--- src/rtl/cache_refill_ctrl.sv ---
// Miss-side controller for a direct-mapped data cache: owns the tag/valid/dirty arrays,
// writes back dirty victims, fetches the missing block and refills the data array.
module cache_refill_ctrl #(
  parameter int TAG_W   = 3,
  parameter int INDEX_W = 3,
  parameter int BLOCK_W = 32
) (
  input  logic                     clock,
  input  logic                     reset,
  input  logic [INDEX_W-1:0]       lookup_index,
  output logic [TAG_W-1:0]         lookup_tag,
  output logic                     lookup_valid,
  output logic                     lookup_dirty,
  input  logic                     set_dirty,
  input  logic [INDEX_W-1:0]       set_dirty_idx,
  input  logic                     miss_req,
  input  logic [INDEX_W-1:0]       miss_index,
  input  logic [TAG_W-1:0]         miss_tag,
  input  logic [BLOCK_W-1:0]       victim_data,
  output logic                     busywait,
  output logic                     fill_we,
  output logic [INDEX_W-1:0]       fill_index,
  output logic [BLOCK_W-1:0]       fill_data,
  output logic                     mem_read,
  output logic                     mem_write,
  output logic [TAG_W+INDEX_W-1:0] mem_address,
  output logic [BLOCK_W-1:0]       mem_writedata,
  input  logic [BLOCK_W-1:0]       mem_readdata,
  input  logic                     mem_busywait
);

  localparam int LINES = 2 ** INDEX_W;

  typedef enum logic [1:0] {IDLE, WRITEBACK, FETCH, UPDATE} state_t;

  state_t               state_q, state_d;
  logic [INDEX_W-1:0]   idx_q, idx_d;
  logic [TAG_W-1:0]     miss_tag_q, miss_tag_d;
  logic [TAG_W-1:0]     victim_tag_q, victim_tag_d;
  logic [BLOCK_W-1:0]   victim_data_q, victim_data_d;
  logic [BLOCK_W-1:0]   block_q, block_d;
  logic                 seen_busy_q, seen_busy_d;
  logic [TAG_W-1:0]     tag_q [LINES];
  logic [TAG_W-1:0]     tag_d [LINES];
  logic [LINES-1:0]     valid_q, valid_d;
  logic [LINES-1:0]     dirty_q, dirty_d;
  logic                 mem_done;

  assign lookup_tag   = tag_q[lookup_index];
  assign lookup_valid = valid_q[lookup_index];
  assign lookup_dirty = dirty_q[lookup_index];

  // A transfer only completes once memory has shown busy at least once, so a
  // memory that raises busywait a cycle late cannot cause a premature exit.
  always_comb begin
    state_d       = state_q;
    idx_d         = idx_q;
    miss_tag_d    = miss_tag_q;
    victim_tag_d  = victim_tag_q;
    victim_data_d = victim_data_q;
    block_d       = block_q;
    seen_busy_d   = seen_busy_q;
    busywait      = 1'b0;
    fill_we       = 1'b0;
    fill_index    = '0;
    fill_data     = '0;
    mem_read      = 1'b0;
    mem_write     = 1'b0;
    mem_address   = '0;
    mem_writedata = '0;
    mem_done      = !mem_busywait && seen_busy_q;

    case (state_q)
      IDLE: begin
        busywait = miss_req;
        if (miss_req) begin
          idx_d      = miss_index;
          miss_tag_d = miss_tag;
          if (valid_q[miss_index] && dirty_q[miss_index]) begin
            victim_tag_d  = tag_q[miss_index];
            victim_data_d = victim_data;
            state_d       = WRITEBACK;
          end else begin
            state_d = FETCH;
          end
        end
      end
      WRITEBACK: begin
        busywait      = 1'b1;
        mem_write     = 1'b1;
        mem_address   = {victim_tag_q, idx_q};
        mem_writedata = victim_data_q;
        if (mem_done) begin
          state_d     = FETCH;
          seen_busy_d = 1'b0;
        end else if (mem_busywait) begin
          seen_busy_d = 1'b1;
        end
      end
      FETCH: begin
        busywait    = 1'b1;
        mem_read    = 1'b1;
        mem_address = {miss_tag_q, idx_q};
        if (mem_done) begin
          state_d     = UPDATE;
          seen_busy_d = 1'b0;
          block_d     = mem_readdata;
        end else if (mem_busywait) begin
          seen_busy_d = 1'b1;
        end
      end
      UPDATE: begin
        busywait   = 1'b1;
        fill_we    = 1'b1;
        fill_index = idx_q;
        fill_data  = block_q;
        state_d    = IDLE;
      end
      default: state_d = IDLE;
    endcase
  end

  // A miss to the same line in the same cycle takes priority over set_dirty.
  always_comb begin
    tag_d   = tag_q;
    valid_d = valid_q;
    dirty_d = dirty_q;
    if (state_q == UPDATE) begin
      tag_d[idx_q]   = miss_tag_q;
      valid_d[idx_q] = 1'b1;
      dirty_d[idx_q] = 1'b0;
    end else if (state_q == IDLE && set_dirty && valid_q[set_dirty_idx] &&
                 !(miss_req && miss_index == set_dirty_idx)) begin
      dirty_d[set_dirty_idx] = 1'b1;
    end
  end

  always_ff @(posedge clock) begin
    if (!reset) begin
      state_q       <= IDLE;
      idx_q         <= '0;
      miss_tag_q    <= '0;
      victim_tag_q  <= '0;
      victim_data_q <= '0;
      block_q       <= '0;
      seen_busy_q   <= 1'b0;
      valid_q       <= '0;
      dirty_q       <= '0;
      for (int i = 0; i < LINES; i++) begin
        tag_q[i] <= '0;
      end
    end else begin
      state_q       <= state_d;
      idx_q         <= idx_d;
      miss_tag_q    <= miss_tag_d;
      victim_tag_q  <= victim_tag_d;
      victim_data_q <= victim_data_d;
      block_q       <= block_d;
      seen_busy_q   <= seen_busy_d;
      valid_q       <= valid_d;
      dirty_q       <= dirty_d;
      for (int i = 0; i < LINES; i++) begin
        tag_q[i] <= tag_d[i];
      end
    end
  end

endmodule

--- config.mk ---
export PLATFORM = sky130hd
export DESIGN_NAME = cache_refill_ctrl
export DESIGN_NICKNAME = d
export VERILOG_FILES = /design/src/rtl/cache_refill_ctrl.sv
export SDC_FILE = /design/constraint.sdc
export NUM_CORES = 1
export LEC_CHECK = 0
export CORE_AREA = 2 2 131 133
export DETAILED_ROUTE_END_ITERATION = 10
export DIE_AREA = 0 0 133 135
export PLACE_DENSITY = 0.67
export SLEW_MARGIN = 5
export SYNTH_ARGS = -nofsm -noshare
export SYNTH_HDL_FRONTEND = slang
export SYNTH_SLANG_ARGS = --single-unit
--- constraint.sdc ---
create_clock -name clock -period 2.33 [get_ports clock]
set_input_delay 0.466 -clock clock [delete_from_list [all_inputs] [get_ports clock]]
set_output_delay 0.466 -clock clock [all_outputs]
set_load 0.005 [all_outputs]
* After elaboration in Yosys (flattened, before gate mapping) *
Cells that the tools add are included.

word-level totals
  input bits = 81
  output and inout port bits = 82
  register bits after elaboration = 116

operators by class
  multiplexer cells = 40
  magnitude comparators = 10
  equal/unequal tests = 7
  bitwise logic cells = 7
  reductions and logical operators = 21

operator list
  cell                                                                number
  two-way mux 32 bit                                                  2
  bitwise mux 24 bit                                                  1
  binary-select mux 3 bit (select 3 bit)                              2
  two-way mux 3 bit                                                   6
  < comparator 3 x 4 -> 1 bit (second input constant)                 4
  two-way mux 8 bit                                                   2
  OR 8 bit                                                            2
  binary-select mux 1 bit (select 3 bit)                              5
  greater-or-equal comparator 4 bit (second input constant)           3
  two-way mux 1 bit                                                   12
  NOT 3 -> 4 bit                                                      3
  case mux 6 bit (2 select lines)                                     1
  demux 3 bit (select 3 bit)                                          1
  logical AND 1 bit                                                   9
  bitwise AND 8 bit                                                   1
  two-way mux 2 bit                                                   4
  NOT 8 bit                                                           1
  case mux 2 bit (4 select lines)                                     1
  demux 1 bit (select 3 bit)                                          2
  greater-or-equal comparator 3 x 1 -> 1 bit (second input constant)  2
  != test 2 bit (second input constant)                               3
  AND reduction 2 bit                                                 3
  AND reduction 3 bit                                                 2
  == test 2 bit (second input constant)                               2
  9 further kinds                                                     11

* Longest topological paths before layout *
Gate-level depths: netlist of run 1.

  depth in word-level cells = 7
  gate-level depth with buffers = 7
  depth with buffers taken out = 6

* Worst setup path before layout of run 1 *
Ideal clock, no wire load.

  path type = input -> output
  from = input port lookup_index[0]
  to = output port lookup_valid
  arrival = 1529 ps
  setup slack = 335 ps
  cell stages on the path = 3
  buffers on the path = 1
  path through = buf_2 > mux4_2 > mux2_2

between the ends
  longest elaborated chain between the ends = 2

ends and longest elaborated chain
  what                                     RTL line  text
  from (decl)                              10        input logic [INDEX_W-1:0] lookup_index,
  binary-select mux 1 bit (select 3 bit)   50        assign lookup_valid = valid_q[lookup_index];
  two-way mux 1 bit (implied by the code)  50
  to (decl)                                12        output logic lookup_valid,

No other way between the ends. The select of a mux whose other input is x is not followed.

* Final worst setup path of run 1 *
  from = input port lookup_index[1]
  to = output port lookup_valid

The elaborated chain is that of the path after synthesis.

==> flow_summary_export.csv, run 1 <==
group,metric,value,unit
cts,cts_tree,"built",
critical_path,r2r_start,"state_q[0]",
route,first_iter_violations,247,
layout,fillCellCount,1475,
floorplan,ios,163,
critical_path,cp_data_required_time,1.86,ns
critical_path,cp_max_fo,6,
yosys,ys.flop_type,"dfxtp_1",
yosys,synth_seq_cells,116,
layout,utilization,0.517,
floorplan,fp.dieW,133,um
cts,htree_num_levels,4,
layout,multi_input_area,3140,um^2
route,drcViolationCount,0,
floorplan,die_h,135,um
global_route,grt_usage,0.177,
layout,drive_above_1_share,0.134,
layout,num_antenna_cells,0,
yosys,netlist_area,5660,um^2
yosys,synth_top_area_share,0.410,
layout,seqCellArea,2330,um^2
worst_hold_path,hp-class,"flop to flop",
placement,routabilityCongestion,0.859,
route,ant_nets,0,
yosys,yosysTopAreaCell,"dfxtp_1",
route,vias,4978,
cts,clockBufferDepth,2,
sta,hold_viol,0,
global_route,grt_first_pass_wirelength,25.1,mm
route,wire_per_inst,15.2,um
critical_path,rr_endpoint,"victim_data_q[6]",
global_route,grt_pass1_vias,4787,
critical_path,slowest_delay,0.29,ns
power,p_int,0.00450,W
run,drv_cap,0,
sta,slew_violations,0,
power,power_frac_seq,0.354,
power,p_leak,3.41,nW
floorplan,core,16400,um^2
critical_path,worstSetupPathType,"input pin to output port",
yosys,synth_edf_count,0,
critical_path,cp.arrival,1.83,ns
sta,layout_worst_path_cycle_share,0.987,
yosys,syn_nets,715,
critical_path,cp_num_buf_inv,4,
sta,setup_violations,0,
critical_path,cp_top_family,"buffers and inverters",
critical_path,crit_chain,"dlygate4sd2_1, buf_12, buf_4, mux4_2, mux2_2, dlygate4sd2_1",
cts,numClockSinks,116,
critical_path,cpMaxStageDelayCell,"mux4_2",
yosys,ys_top_cells_by_count,"158 x nand2_1, 116 x dfxtp_1, 71 x and2_1, 60 x mux2i_1, 43 x clkbuf_1",
critical_path,end_kind,"output port",
power,p_per_area,709,nW/um^2
global_route,overflow,0,
global_route,grt_max_degree,88,
sta,max_freq,0.435,GHz
yosys,netlist_instances,630,
placement,dp.final_hpwl,10.5,mm
yosys,synth_area_leaders,"dfxtp_1 41%, mux2i_1 11%, nand2_1 10%, and2_1 7.8%, mux4_2 5.6%",
floorplan,row_count,47,
critical_path,reg2reg_slack,0.50,ns
power,peakVddDrop,0.523,mV
critical_path,cp_common_cell,"dlygate4sd2_1",
placement,io_buffers,162,
power,sw_frac_of_total,0.251,
yosys,yosysWarnings,0,
cts,cts-root-buf,"clkbuf_16",
status,status,"completed",
layout,syn_to_final_growth,50.0,%
power,clkPwrFrac,0.439,
power,total_power,0.00602,W
yosys,async_flop_share,0,
yosys,ys_types,35,
yosys,synth.most_common_cell,"nand2_1",
route,wl,15.8,mm
cts,cts_hold_buffers,0,
global_route,antenna_found_initial,0,
yosys,seq_area_frac_synth,0.410,
sta,slew_headroom,0.681,
route,drtPass1Iterations,5,
sta,tightestPinTransition,0.477,ns
critical_path,start_kind,"input pin",
critical_path,r2r_cells,7,
cts,cts_made_buffers,17,
floorplan,die-area,18000,um^2
sta,finalClockSkew,0.00771,ns
floorplan,start_util,0.345,
worst_hold_path,hold_start,"victim_data_q[27]",
cts,clock_latency,0.41,ns
worst_hold_path,whs_path_depth,2,
worst_hold_path,min_to,"victim_data_q[27]",
cts,clkTransAtPathRegs,0.05,ns
layout,fin_nets,892,
yosys,syn_avg_cell_area,8.98,um^2
power,switchingPower,0.00151,W
power,power_frac_comb,0.207,
route,vias_per_cell,4.80,
sta,period_minus_slack,2.30,ns
[layer usage]
metal,share of wire,vias up,global-route usage
met5,0,-,0
met4,0.016,0,0.0639
met2,0.48,161,0.288
met1,0.45,2347,0.229
met3,0.058,21,0.0443
li1,-,2449,-
[layout by cell type, fill, tap and decap left out, drive strengths merged, types with 9 or more instances in the layout]
cell type        n
a21boi          32
dlygate4sd2     23
buf             45
dlymetal6s2s    11
nor2b           14
and2            71
clkdlybuf4s50  121
a21oi            9
mux4            20
nor2            35
clkbuf          28
nand2          158
nand3           10
dfxtp          116
mux2i           60
[metrics by stage]
step	cells	cell area (um^2)	setup WS [ns]	hold WS (ns)	TNS, ns
after global routing	1038	8490	-0.00497	0.462	-0.00497
after CTS	1033	8380	-0.0927	0.452	-2.83
after detailed placement	997	7650	-0.500	0.442	-6.21
after floorplan	630	5660	0.335	0.430	0
final	1038	8490	0.0306	0.449	0
after global placement	997	7650	-0.473	0.438	-5.96
[worst max-delay path by stage]
stage,from,end,cells past startpoint
final,lookup_index[1],lookup_valid,6
after global routing,state_q[0],fill_index[2],5
after CTS,state_q[1],mem_writedata[24],5
after detailed placement,lookup_index[0],lookup_tag[0],5
after global placement,lookup_index[0],lookup_dirty,5
after floorplan,lookup_index[0],lookup_valid,3
[cells by family after synthesis]
kind of cell,count (synthesis),share of synthesized area
AND/OR/NAND/NOR,302,0.247
adder cells (fa/ha/maj),4,0.00884
buffers and inverters,57,0.0482
multiplexers,88,0.206
AO/OA/AOI/OAI,61,0.0767
flip-flops,116,0.410
XOR/XNOR,2,0.00310
[area by class of cell]
| type | instances | area share |
|---|---|---|
| clock inverters | 4 | 0.0112 |
| well taps | 220 | 0.0324 |
| repair buffers | 207 | 0.250 |
| multi-input cells | 457 | 0.369 |
| flip-flops and latches | 116 | 0.274 |
| inverters | 8 | 0.00383 |
| clock buffers | 26 | 0.0588 |
[worst register-to-register path: stages (launching register included)]
cell and delay (ns):
dfxtp_4 0.37, inv_2 0.11, ha_4 0.21, buf_4 0.15, nand3_1 0.18, o22ai_4 0.27
buf_12 0.25, mux2i_1 0.23
[power by group through the flow]
| stage | clock (W) | combinational (W) | sequential, W |
|---|---|---|---|
| 6_report | 0.00264 | 0.00124 | 0.00213 |
| 4_1_cts | 0.00271 | 0.00118 | 0.00212 |
| 2_1_floorplan | 0 | 0.000518 | 0.00212 |
| 5_1_grt | 0.00280 | 0.00136 | 0.00214 |
| 3_5_place_dp | 0 | 0.000972 | 0.00215 |
| 3_3_place_gp | 0 | 0.000969 | 0.00214 |
[flip-flops by register name, indices dropped and copies added, names as in the netlist]
name,cells
valid_q,8
miss_tag_q,3
block_q,32
victim_tag_q,3
tag_q,24
idx_q,3
seen_busy_q,1
victim_data_q,32
state_q,2
dirty_q,8
[repair_timing]
action,4_1_cts,5_1_grt
gates cloned,2,3
gates resized for setup,58,15
pin swaps,0,1
setup buffers,4,3
endpoints found under the setup margin,79,56
Power figures use the tool's default switching activity.
==> inputs of run 2 (changes only) <==
Settings changed: PLACE_DENSITY 0.67 to 0.6.
==> run 2 against run 1 <==
  * Die area is the same
  * Setup slack lost 0.0073 ns
  * Power shrank 4.1%
  * Utilization shrank 0.22 points
  * Sequential power is essentially flat
  * Largest power group unchanged
  * Register-to-register slack is essentially flat
  * Sequential share of layout area grew 0.15 points
  * Critical path depth is the same
  * Clock power shrank 7%
  * Global-route usage is essentially flat
  * Sequential cell count is the same
==> flow_summary_export.csv, run 2 (same netlist as run 1, synthesis figures left out) <==
group,metric,value,unit
route,vias,4930,
placement,dp.final_hpwl,11.6,mm
placement,io_buffers,162,
worst_hold_path,min_to,"victim_data_q[22]",
critical_path,reg2reg_slack,0.49,ns
critical_path,start_kind,"input pin",
sta,layout_worst_path_cycle_share,0.990,
cts,cts_tree,"built",
sta,hold_slack,0.450,ns
floorplan,core,16400,um^2
floorplan,ios,163,
placement,dp_cells,1002,
critical_path,worstSetupPathType,"input pin to output port",
floorplan,start_util,0.345,
floorplan,die-area,18000,um^2
cts,htree_num_levels,4,
route,wire_per_inst,15.4,um
layout,fillCellCount,1484,
layout,layout_commonest_cell,"nand2_1",
layout,syn_to_final_growth,49.4,%
critical_path,cp.arrival,1.84,ns
layout,num_antenna_cells,0,
critical_path,end_kind,"output port",
status,status,"completed",
critical_path,rr_endpoint,"victim_data_q[20]",
route,drcViolationCount,0,
critical_path,cp_data_required_time,1.86,ns
critical_path,slowest_delay,0.30,ns
layout,fin_nets,894,
sta,period_minus_slack,2.31,ns
global_route,use_met1,0.212,
floorplan,die_h,135,um
layout,top_regs,"block_q x32, victim_data_q x32, tag_q x24",
layout,final_cell_mix,"158 x nand2_1, 116 x clkdlybuf4s50_1, 112 x dfxtp_1",
route,first_iter_violations,187,
global_route,grt_first_pass_wirelength,25.2,mm
critical_path,r2r_start,"state_q[0]",
critical_path,r2r_cells,7,
layout,drive_above_1_share,0.141,
cts,cts_made_buffers,17,
layout,utilization,0.515,
cts,cts_hold_buffers,0,
worst_hold_path,whs_path_depth,2,
critical_path,crit_chain,"dlygate4sd2_1, buf_12, buf_4, mux4_2, mux2_2, dlygate4sd2_1",
sta,tns,0,ns
layout,stdcell_count,1041,
global_route,grt_util_met2,0.309,
global_route,overflow,0,
route,ant_nets,0,
global_route,grt_pass1_vias,4884,
floorplan,fp.dieW,133,um
placement,routabilityCongestion,0.883,
global_route,top_usage_layer,"met2",
critical_path,cp_max_fo,7,
global_route,grt_usage,0.177,
cts,cts-root-buf,"clkbuf_16",
worst_hold_path,hold_start,"victim_data_q[22]",
worst_hold_path,hp-class,"flop to flop",
power,peakVddDrop,0.488,mV
run,drv_cap,0,
cts,clock_latency,0.41,ns
sta,hold_viol,0,
sta,setup_violations,0,
global_route,grt_use_met3,0.0435,
power,p_leak,3.56,nW
sta,slew_headroom,0.678,
route,wl,16.0,mm
power,p_per_area,683,nW/um^2
power,total_power,0.00577,W
route,vias_per_cell,4.74,
sta,max_freq,0.434,GHz
cts,clkTransAtPathRegs,0.05,ns
sta,finalClockSkew,0.00805,ns
cts,numClockSinks,116,
sta,tightestPinTransition,0.482,ns
floorplan,row_count,47,
route,drtPass1Iterations,4,
global_route,grt_max_degree,43,
cts,clockBufferDepth,2,
critical_path,cpMaxStageDelayCell,"mux4_2",
global_route,antenna_found_initial,0,
critical_path,cp_common_cell,"dlygate4sd2_1",
sta,slew_violations,0,
[run 2: cell count changes in the layout (fill, tap and decap cells not counted), sizes merged]
cell,previous run,this run
clkbuf,28,22
clkinvlp,0,2
clkinv,1,6
dlymetal6s2s,11,20
clkdlybuf4s15,5,1
buf,45,48
clkdlybuf4s50,121,116
bufbuf,0,1
bufinv,3,1
[run 2: stage by stage]
stage / area, um^2 / setup WS, ns
global route: 8450 / -0.00323
detailed placement: 7650 / -0.496
CTS: 8340 / -0.143
finish: 8450 / 0.0234
global placement: 7650 / -0.478
floorplan: 5660 / 0.335
[run 2: per-layer routing]
metal,vias up,part of all wire
met4,0,0.017
met1,2300,0.42
met5,-,0
met2,147,0.50
li1,2463,-
met3,20,0.055
[run 2: final cells by class]
cell class / count / area [um^2] / area share
clock buffers: 22 / 484 / 0.0573
clock inverters: 9 / 78.8 / 0.00933
inverters: 8 / 32.5 / 0.00385
multi-input cells: 457 / 3120 / 0.370
flip-flops and latches: 116 / 2330 / 0.276
well taps: 220 / 275 / 0.0326
repair buffers: 209 / 2130 / 0.251
[run 2: worst max-delay path by stage]
stage,start,to,slack [ns],cells after the start
4_1_cts,state_q[0],mem_address[0],-0.14,6
5_1_grt,state_q[1],mem_write,-0.003,5
6_report,lookup_index[1],lookup_tag[0],0.02,6
3_3_place_gp,lookup_index[0],lookup_tag[1],-0.48,5
3_5_place_dp,lookup_index[0],lookup_dirty,-0.50,5
2_1_floorplan,lookup_index[0],lookup_valid,0.33,3
[run 2: critical path: cells and delay by family]
kind,cells,cell delay [ns]
muxes,2,0.57
buffers and inverters,4,0.81
[run 2: power by group]
part | leakage [nW] | internal [W] | switching, W
registers | 0.938 | 0.00206 | 0.0000712
logic | 2.35 | 0.000642 | 0.000543
clock network | 0.278 | 0.00156 | 0.000892
[run 2: repair_timing]
item | in CTS | in global routing
gates resized for setup | 48 | 29
pin swaps | 0 | 2
gates cloned | 3 | 0
buffers inserted | 3 | 2
endpoints found under the setup margin | 81 | 51
